[config.mk]
export PLATFORM = sky130hd
export DESIGN_NAME = mem_stream_reader
export DESIGN_NICKNAME = d
export VERILOG_FILES = /design/src/rtl/mem_stream_reader.sv
export SDC_FILE = /design/constraint.sdc
export NUM_CORES = 1
export LEC_CHECK = 0
export ABC_AREA = 1
export CORE_UTILIZATION = 48
export CTS_CLUSTER_SIZE = 30
export DETAILED_ROUTE_END_ITERATION = 8
export PLACE_DENSITY_LB_ADDON = 0.2
export SYNTH_ARGS = -nofsm -noshare
export SYNTH_HDL_FRONTEND = slang
export SYNTH_SLANG_ARGS = --single-unit
export TNS_END_PERCENT = 50
[constraint.sdc]
create_clock -name clkIn -period 4.13 [get_ports clkIn]
set_input_delay 0.6195 -clock clkIn [delete_from_list [all_inputs] [get_ports clkIn]]
set_output_delay 0.6195 -clock clkIn [all_outputs]
set_load 0.01 [all_outputs]
[src/rtl/mem_stream_reader.sv]
// Sequential SRAM reader feeding a valid/ready stream through a
// 2-entry credit-managed output buffer.
module mem_stream_reader #(
  parameter int DATA_WIDTH = 32,
  parameter int ADDR_WIDTH = 16,
  parameter int LEN_WIDTH  = 16
) (
  input  logic                  clkIn,
  input  logic                  rstIn,
  input  logic [ADDR_WIDTH-1:0] cmdAddrIn,
  input  logic [LEN_WIDTH-1:0]  cmdLenIn,
  input  logic                  cmdValidIn,
  output logic                  cmdReadyOut,
  output logic [ADDR_WIDTH-1:0] memAddrOut,
  output logic                  memRdEnOut,
  input  logic [DATA_WIDTH-1:0] memDataIn,
  output logic [DATA_WIDTH-1:0] rdDataOut,
  output logic                  rdValidOut,
  input  logic                  rdReadyIn,
  output logic                  rdLastOut,
  output logic                  busyOut,
  output logic                  doneOut
);

  typedef enum logic [1:0] {
    IDLE,
    READ,
    DRAIN,
    DONE
  } state_e;

  state_e                state_q, state_d;
  logic [ADDR_WIDTH-1:0] addr_q, addr_d;
  logic [LEN_WIDTH-1:0]  len_q, len_d;
  logic [LEN_WIDTH-1:0]  issued_q, issued_d;
  logic [LEN_WIDTH-1:0]  popped_q, popped_d;
  logic [1:0]            cnt_q, cnt_d;
  logic                  inflight_q;
  logic [DATA_WIDTH-1:0] buf0_q, buf0_d;
  logic [DATA_WIDTH-1:0] buf1_q, buf1_d;

  logic       pop;
  logic       push;
  logic       issue;
  logic [2:0] occ;
  logic [1:0] lvl;

  assign cmdReadyOut = (state_q == IDLE);
  assign busyOut     = (state_q != IDLE);
  assign doneOut     = (state_q == DONE);
  assign memAddrOut  = addr_q;
  assign memRdEnOut  = issue;
  assign rdValidOut  = (cnt_q != 2'd0);
  assign rdDataOut   = buf0_q;
  assign rdLastOut   = rdValidOut &&
                       (popped_q == len_q - LEN_WIDTH'(1));

  // Occupancy after this cycle's pop, counting the read still in flight
  assign pop   = rdValidOut & rdReadyIn;
  assign push  = inflight_q;
  assign occ   = {1'b0, cnt_q} + {2'b0, inflight_q} - {2'b0, pop};
  assign issue = (state_q == READ) && (issued_q != len_q) &&
                 (occ < 3'd2);
  assign lvl   = cnt_q - {1'b0, pop};

  always_comb begin
    state_d  = state_q;
    addr_d   = addr_q;
    len_d    = len_q;
    issued_d = issued_q;
    popped_d = popped_q;
    cnt_d    = cnt_q + {1'b0, push} - {1'b0, pop};
    buf0_d   = buf0_q;
    buf1_d   = buf1_q;

    if (pop) buf0_d = buf1_q;
    if (push) begin
      if (lvl == 2'd0) buf0_d = memDataIn;
      else             buf1_d = memDataIn;
    end
    if (pop) popped_d = popped_q + LEN_WIDTH'(1);
    if (issue) begin
      addr_d   = addr_q + ADDR_WIDTH'(1);
      issued_d = issued_q + LEN_WIDTH'(1);
    end

    unique case (state_q)
      IDLE: begin
        if (cmdValidIn) begin
          addr_d   = cmdAddrIn;
          len_d    = cmdLenIn;
          issued_d = '0;
          popped_d = '0;
          state_d  = (cmdLenIn == '0) ? DONE : READ;
        end
      end
      READ: begin
        if (issue && (issued_q + LEN_WIDTH'(1) == len_q))
          state_d = DRAIN;
      end
      DRAIN: begin
        if (!inflight_q && (cnt_d == 2'd0)) state_d = DONE;
      end
      DONE: state_d = IDLE;
      default: state_d = IDLE;
    endcase
  end

  always_ff @(posedge clkIn) begin
    if (!rstIn) begin
      state_q    <= IDLE;
      addr_q     <= '0;
      len_q      <= '0;
      issued_q   <= '0;
      popped_q   <= '0;
      cnt_q      <= '0;
      inflight_q <= 1'b0;
      buf0_q     <= '0;
      buf1_q     <= '0;
    end else begin
      state_q    <= state_d;
      addr_q     <= addr_d;
      len_q      <= len_d;
      issued_q   <= issued_d;
      popped_q   <= popped_d;
      cnt_q      <= cnt_d;
      inflight_q <= issue;
      buf0_q     <= buf0_d;
      buf1_q     <= buf1_d;
    end
  end

endmodule

==> reports/results.txt, run 1 <==
CTS tree = done
GR peak layer = met2
WL/cell = 13.9 µm
met1 Track Usage GR = 32.7%
Worst Setup Start Kind = input pin
met3 Use GR = 6.13%
total track usage = 25.4%
crit path time final = 3.82 ns
final setup fails = 0
Fmax = 0.262 GHz
most common cell in the netlist = nand2_1
post-synth top area cell = dfxtp_1
Via Count = 6944
first-pass GRT wire length = 29900 µm
Final Routed Wirelength = 18400 µm
pwr/cell area = 587 nW/µm²
Worst-Skew Late Latency = 0.42 ns
Clock power frac = 27.3%
Post-synth ARST share = 0%
vias in the first global route = 6307
setup TNS = 0 ns
Initial Util = 49.5%
Final Hold Vio Count = 0
Synth Instances = 1019
htree depth = 4
Core Footprint = 14000 µm²
area grow syn2layout = 27.3%
Gate power share = 39.2%
maximum VDD drop = 0.000442 V
critical path class = input pin to output pin
part of the power in registers = 33.4%
Placed Cells = 1288
GPL Wtd Cong = 0.860
total iterations of the first detailed-routing run = 5
post-place setup slack = 0.293 ns
post-DR vias/cell = 5.26
clock sink count = 133
input/output buffers = 121
Setup Skew = 0.00735 ns
CP Capture Type = output pin
Die Ht = 122 µm
Synth area leaders = dfxtp_1 (38%), nand2_1 (15%), o21ai_0 (6.5%)
Post-CTS Setup Bufs = 0
Slew Viols, Final = 0
Critical Path RT = 3.51 ns
RSZ-0062 raised after global routing = false
root buffer cell = clkbuf_16
crit-path max FO = 3
post-synthesis sequential area ratio = 38.4%
Max Cap Viol = 0
Worst Path Arrival = 3.20 ns
Iter 0 DRT Violations = 469
top_reg_cell synth = dfxtp_1
outcome = completed
Synthesized Nets = 1097
Synth Warn # = 0
sw power = 1960 µW
Seq cells post-synth = 133
Syn Std Cell Area = 6930 µm²
crit path setup slack, layout = 0.309 ns
Die Span X = 122 µm
syn avg cell area = 6.80 µm²
Tot Pwr = 5170 µW
# resized after CTS = 0
# IOs = 122
Rel. slew slack = 53.8%
Residual DRC = 0
Worst-Margin Slew = 0.693 ns
ant diodes = 0
Die Footprint = 14900 µm²
worst hold path type = flip-flop to flip-flop
total CTS buffers = 17
Site Rows = 43
final cell count without fillers = 1320
Cell Int Power = 3210 µW
P_leak = 0.00344 µW
period utilization = 92.5%
Final ANT Viol Nets = 0
Netlist cell types = 38
total grt overflow = 0
# nets final = 1205
fraction of layout cells with a size suffix above 1 = 6.40%
Worst-path clk slew = 0.06 ns
post-synth top area share = 38.4%
Sw Ratio = 37.9%
hold_buf cts = 0
initial antenna violation count = 0
EDFF count, synth = 0
largest net degree at the start of global routing = 73
clk buf depth = 2
Post-DP HPWL = 12400 µm
Synth top cells by count = nand2_1 (271), dfxtp_1 (133), inv_1 (98), o21ai_0 (90), a21oi_1 (81)
final core utilization = 63.0%
GR Layer Usage met2 = 42.5%
[path summary, 6_finish.rpt]
| check | from | endpoint | slack, ns | depth (start not counted) |
|---|---|---|---|---|
| worst max-delay path | rdReadyIn | memRdEnOut | 0.31 | 11 |
| worst min-delay path | buf1_q[0] | buf1_q[0] | 0.45 | 2 |
| worst max register to register | cnt_q[1] | memAddrOut[14] | 1.20 | 17 |
| worst min register to register | buf1_q[0] | buf1_q[0] | 0.45 | 2 |
[per-stage QoR]
stage / hold slack [ns] / area, µm²
3_3_place_gp: 0.442 / 8260
4_1_cts: 0.456 / 8810
2_1_floorplan: 0.430 / 6930
3_5_place_dp: 0.447 / 8260
5_1_grt: 0.474 / 8810
6_report: 0.451 / 8810
[layer usage]
layer  vias to the layer above  share of wire (%)  wire length, µm
li1                       3549                  -                -
met2                       177                 47             8600
met3                        14                5.7             1050
met5                         -                  0                0
met4                         0               0.93              170
met1                      3204                 47             8550
[area by class of cell]
type / instances / area [µm²]
Clock inverter: 11 / 103
Multi-Input combinational cell: 735 / 3680
Fill cell: 1337 / 5170
Clock buffer: 21 / 450
Inverter: 107 / 402
Sequential cell: 133 / 2660
Timing Repair Buffer: 133 / 1300
Tap cell: 180 / 225
[state kept, by name, indices dropped and copies added (netlist names)]
signal,flops
popped_q,16
memAddrOut,16
issued_q,16
len_q,16
inflight_q,1
state_q,2
buf1_q,32
cnt_q,2
rdDataOut,32
[cell families (layout without fill, tap and decap cells)]
family | after synthesis | in the layout | share of synthesized area, %
fa+ha+maj | 10 | 10 | 1.92
compound gates | 216 | 216 | 17.0
simple gates | 464 | 464 | 28.5
buf+inv | 151 | 272 | 8.47
flops | 133 | 133 | 38.4
xor+xnor | 45 | 45 | 5.69
[cell usage in the layout (no fill, tap or decap), drive strengths merged]
cell and count:
a21oi 81, a22oi 1, nand3 59, nor4 6, o2111ai 1, o211ai 3, clkdlybuf4s50 120, nor3b 3
fa 1, nand2 277, and3 1, o21ai 94, dfxtp 133, clkinv 6, o21a 6, xnor2 11
clkinvlp 3, bufinv 1, or2 2, buf 13, a31oi 26, a21boi 1, inv 108, o31ai 1
nor2 81, o21bai 2, nand3b 3, nand4 17, clkbuf 21, ha 9, nor3 15, xor2 34
[power by group through the flow]
stage,logic [µW],registers (µW),clock network [µW]
finish,2030,1730,1410
global route,2270,1760,1490
global placement,1990,1750,0
detailed placement,2020,1750,0
floorplan,1230,1770,0
CTS,2030,1730,1440
[critical path, stage by stage]
cell and delay, ns:
clkdlybuf4s50_1 0.51, nand2_2 0.09, xnor2_1 0.14, ha_1 0.15
inv_1 0.04, fa_1 0.52, nand2_1 0.06, a21oi_1 0.11
o21a_1 0.18, a21boi_4 0.23, clkdlybuf4s50_1 0.56
Note: power is estimated with default switching activity, not from simulation.
==> run 2: changes to the inputs <==
--- a/config.mk
+++ b/config.mk
@@ -10,6 +10,7 @@
 export CTS_CLUSTER_SIZE = 30
 export DETAILED_ROUTE_END_ITERATION = 8
 export PLACE_DENSITY_LB_ADDON = 0.2
+export REMOVE_ABC_BUFFERS = 1
 export SYNTH_ARGS = -nofsm -noshare
 export SYNTH_HDL_FRONTEND = slang
 export SYNTH_SLANG_ARGS = --single-unit
==> run 2 against run 1 <==
  * Combinational power about the same
  * Highest routed layer unchanged
  * Worst hold slack improved by 0.0011 ns
  * Core utilization about the same
  * Register-to-register slack got worse by 0.07 ns
  * Maximum frequency decreased by 1.2%
  * Non-clock buffer count unchanged
==> reports/results.txt, run 2 (same netlist as run 1, synthesis figures left out) <==
Buf/Inv on CP = 3 (unchanged)
Die Ht = 122 µm (unchanged)
Site Rows = 43 (unchanged)
R2R Path End = memAddrOut[12]
Rel. slew slack = 52.4% (-1.4 points)
# IOs = 122 (unchanged)
Slew Viols, Final = 0 (unchanged)
Core Footprint = 14000 µm² (unchanged)
Post-CTS Setup Bufs = 0 (unchanged)
post-place setup slack = 0.246 ns (-0.0469 ns)
Placed Cells = 1288 (unchanged)
WL/cell = 14.0 µm (+0.93%)
Worst Hold Path EP = buf1_q[3]
area grow syn2layout = 27.4% (about the same)
Final Routed Wirelength = 18500 µm (+0.93%)
flop2flop setup slack = 1.13 ns (-0.07 ns)
outcome = completed
Worst-path clk slew = 0.06 ns (about the same)
Die Span X = 122 µm (unchanged)
pwr/cell area = 588 nW/µm² (+0.22%)
Iter 0 DRT Violations = 528 (+13%)
root buffer cell = clkbuf_16
met3 WL = 1220 µm (+16%)
most common cell after layout, fill and taps aside = nand2_1
initial antenna violation count = 0 (unchanged)
input/output buffers = 121 (unchanged)
worst hold path type = flip-flop to flip-flop
Largest delay share family, worst path = buffers and inverters
hold depth = 2 (unchanged)
final setup fails = 0 (unchanged)
setup TNS = 0 ns (unchanged)
total CTS buffers = 17 (unchanged)
CP Capture Type = output pin
Tot Pwr = 5190 µW (+0.29%)
most frequent cells in the layout = nand2_1 (271), dfxtp_1 (133), clkdlybuf4s50_1 (120)
FF-to-FF path depth = 17 (unchanged)
Critical Path Max Stage Delay = 0.55 ns (about the same)
hold path start = buf1_q[3]
# resized after CTS = 0 (unchanged)
Final ANT Viol Nets = 0 (unchanged)
total grt overflow = 0 (unchanged)
crit path time final = 3.87 ns (+0.0447 ns)
htree depth = 4 (unchanged)
CTS tree = done
Worst Setup Start Kind = input pin
Die Footprint = 14900 µm² (unchanged)
RSZ-0062 raised after global routing = false
Fmax = 0.259 GHz (-1.2%)
Setup Skew = 0.00759 ns (+0.000249 ns)
top sig layer = met4
Max Cap Viol = 0 (unchanged)
Worst R2R Start = cnt_q[1]
Worst Path Arrival = 3.25 ns (+0.05 ns)
Residual DRC = 0 (unchanged)
M1 WL = 8670 µm (+1.4%)
GPL Wtd Cong = 0.899 (+4.5%)
hold_buf cts = 0 (unchanged)
Placed Instance Area = 8270 µm² (+0.15%)
Worst-Margin Slew = 0.713 ns (+0.0207 ns)
Via Count = 6937 (-0.10%)
cell mode on critical path = clkdlybuf4s50_1
CP Depth = 11 (unchanged)
final instance area = 8820 µm² (about the same)
first-pass GRT wire length = 30700 µm (+2.5%)
Critical Path RT = 3.51 ns (about the same)
clk buf depth = 2 (unchanged)
crit-path max FO = 3 (unchanged)
maximum VDD drop = 0.000375 V (-15%)
period utilization = 93.6% (+1.1 points)
vias in the first global route = 6279 (-0.44%)
crit path setup slack, layout = 0.264 ns (-0.0447 ns)
P_leak = 0.00345 µW (+0.24%)
Final Hold Vio Count = 0 (unchanged)
ant diodes = 0 (unchanged)
critical path class = input pin to output pin
Worst-Skew Late Latency = 0.42 ns (about the same)
critical path, cell by cell = clkdlybuf4s50_1 -> nand2_2 -> xnor2_1 -> ha_1 -> inv_1 -> fa_1 -> nand2_1 -> a21oi_1 -> o21a_1 -> a21boi_4 -> clkdlybuf4s50_1
final cell count without fillers = 1320 (unchanged)
largest net degree at the start of global routing = 73 (unchanged)
# nets final = 1205 (unchanged)
Initial Util = 49.5% (unchanged)
Post-DP HPWL = 12500 µm (+0.69%)
fraction of layout cells with a size suffix above 1 = 6.67% (+0.26 points)
total track usage = 26.1% (+0.69 points)
total iterations of the first detailed-routing run = 7 (+2)
post-DR vias/cell = 5.26 (-0.10%)
met2 routed WL = 8330 µm (-3.1%)
clock sink count = 133 (unchanged)
Worst path slowest cell = clkdlybuf4s50_1
==> run 2: final cells by class <==
class / instances / area (µm²)
fillers: 1308 / 5170
clock inverters: 15 / 121
flip-flops and latches: 133 / 2660
repair buffers: 133 / 1310
multi-input cells: 735 / 3680
well taps: 180 / 225
clock buffers: 17 / 425
inverters: 107 / 402
==> run 2: how the worst max path moves through the flow <==
stage               from             end  slack [ns]
3_5_place_dp   rdReadyIn      memRdEnOut        0.25
3_3_place_gp   rdReadyIn      memRdEnOut        0.29
5_1_grt        rdReadyIn      memRdEnOut        0.08
6_report       rdReadyIn      memRdEnOut        0.26
2_1_floorplan  rdReadyIn  memAddrOut[12]        0.98
4_1_cts        rdReadyIn      memRdEnOut        0.25
==> run 2: per-layer routing <==
metal  global-route usage, %  up-vias
li1                        -     3546
met1                    35.3     3140
met2                    40.0      220
met3                    5.62       31
met4                    10.7        0
met5                       0        -
==> run 2: per-stage QoR <==
stage	hold WS, ns	util, %
floorplan	0.429	-
global placement	0.442	59.2
detailed placement	0.444	59.2
CTS	0.454	63.1
global route	0.467	63.1
finish	0.452	63.1
==> run 2: power breakdown <==
| group | leakage [µW] | total [µW] | internal, µW | switching, µW |
|---|---|---|---|---|
| Sequential | 0.00108 | 1730 | 1520 | 214 |
| Combinational | 0.00210 | 2040 | 852 | 1190 |
| Clock | 0.000266 | 1410 | 781 | 629 |
| Total | 0.00345 | 5190 | 3150 | 2040 |
==> run 2: tightest hold or removal path, cell delays in order (launching register included) <==
cell and delay [ns]:
dfxtp_1 0.30, inv_1 0.06, a21oi_1 0.05
==> run 3: changes to the inputs <==
--- a/config.mk
+++ b/config.mk
@@ -7,7 +7,7 @@
 export LEC_CHECK = 0
 export ABC_AREA = 1
 export CORE_UTILIZATION = 48
-export CTS_CLUSTER_SIZE = 30
+export CTS_CLUSTER_SIZE = 12
 export DETAILED_ROUTE_END_ITERATION = 8
 export PLACE_DENSITY_LB_ADDON = 0.2
 export REMOVE_ABC_BUFFERS = 1
==> results of run 3 <==
The final DEF is identical to that of run 2; final timing and power are the same.
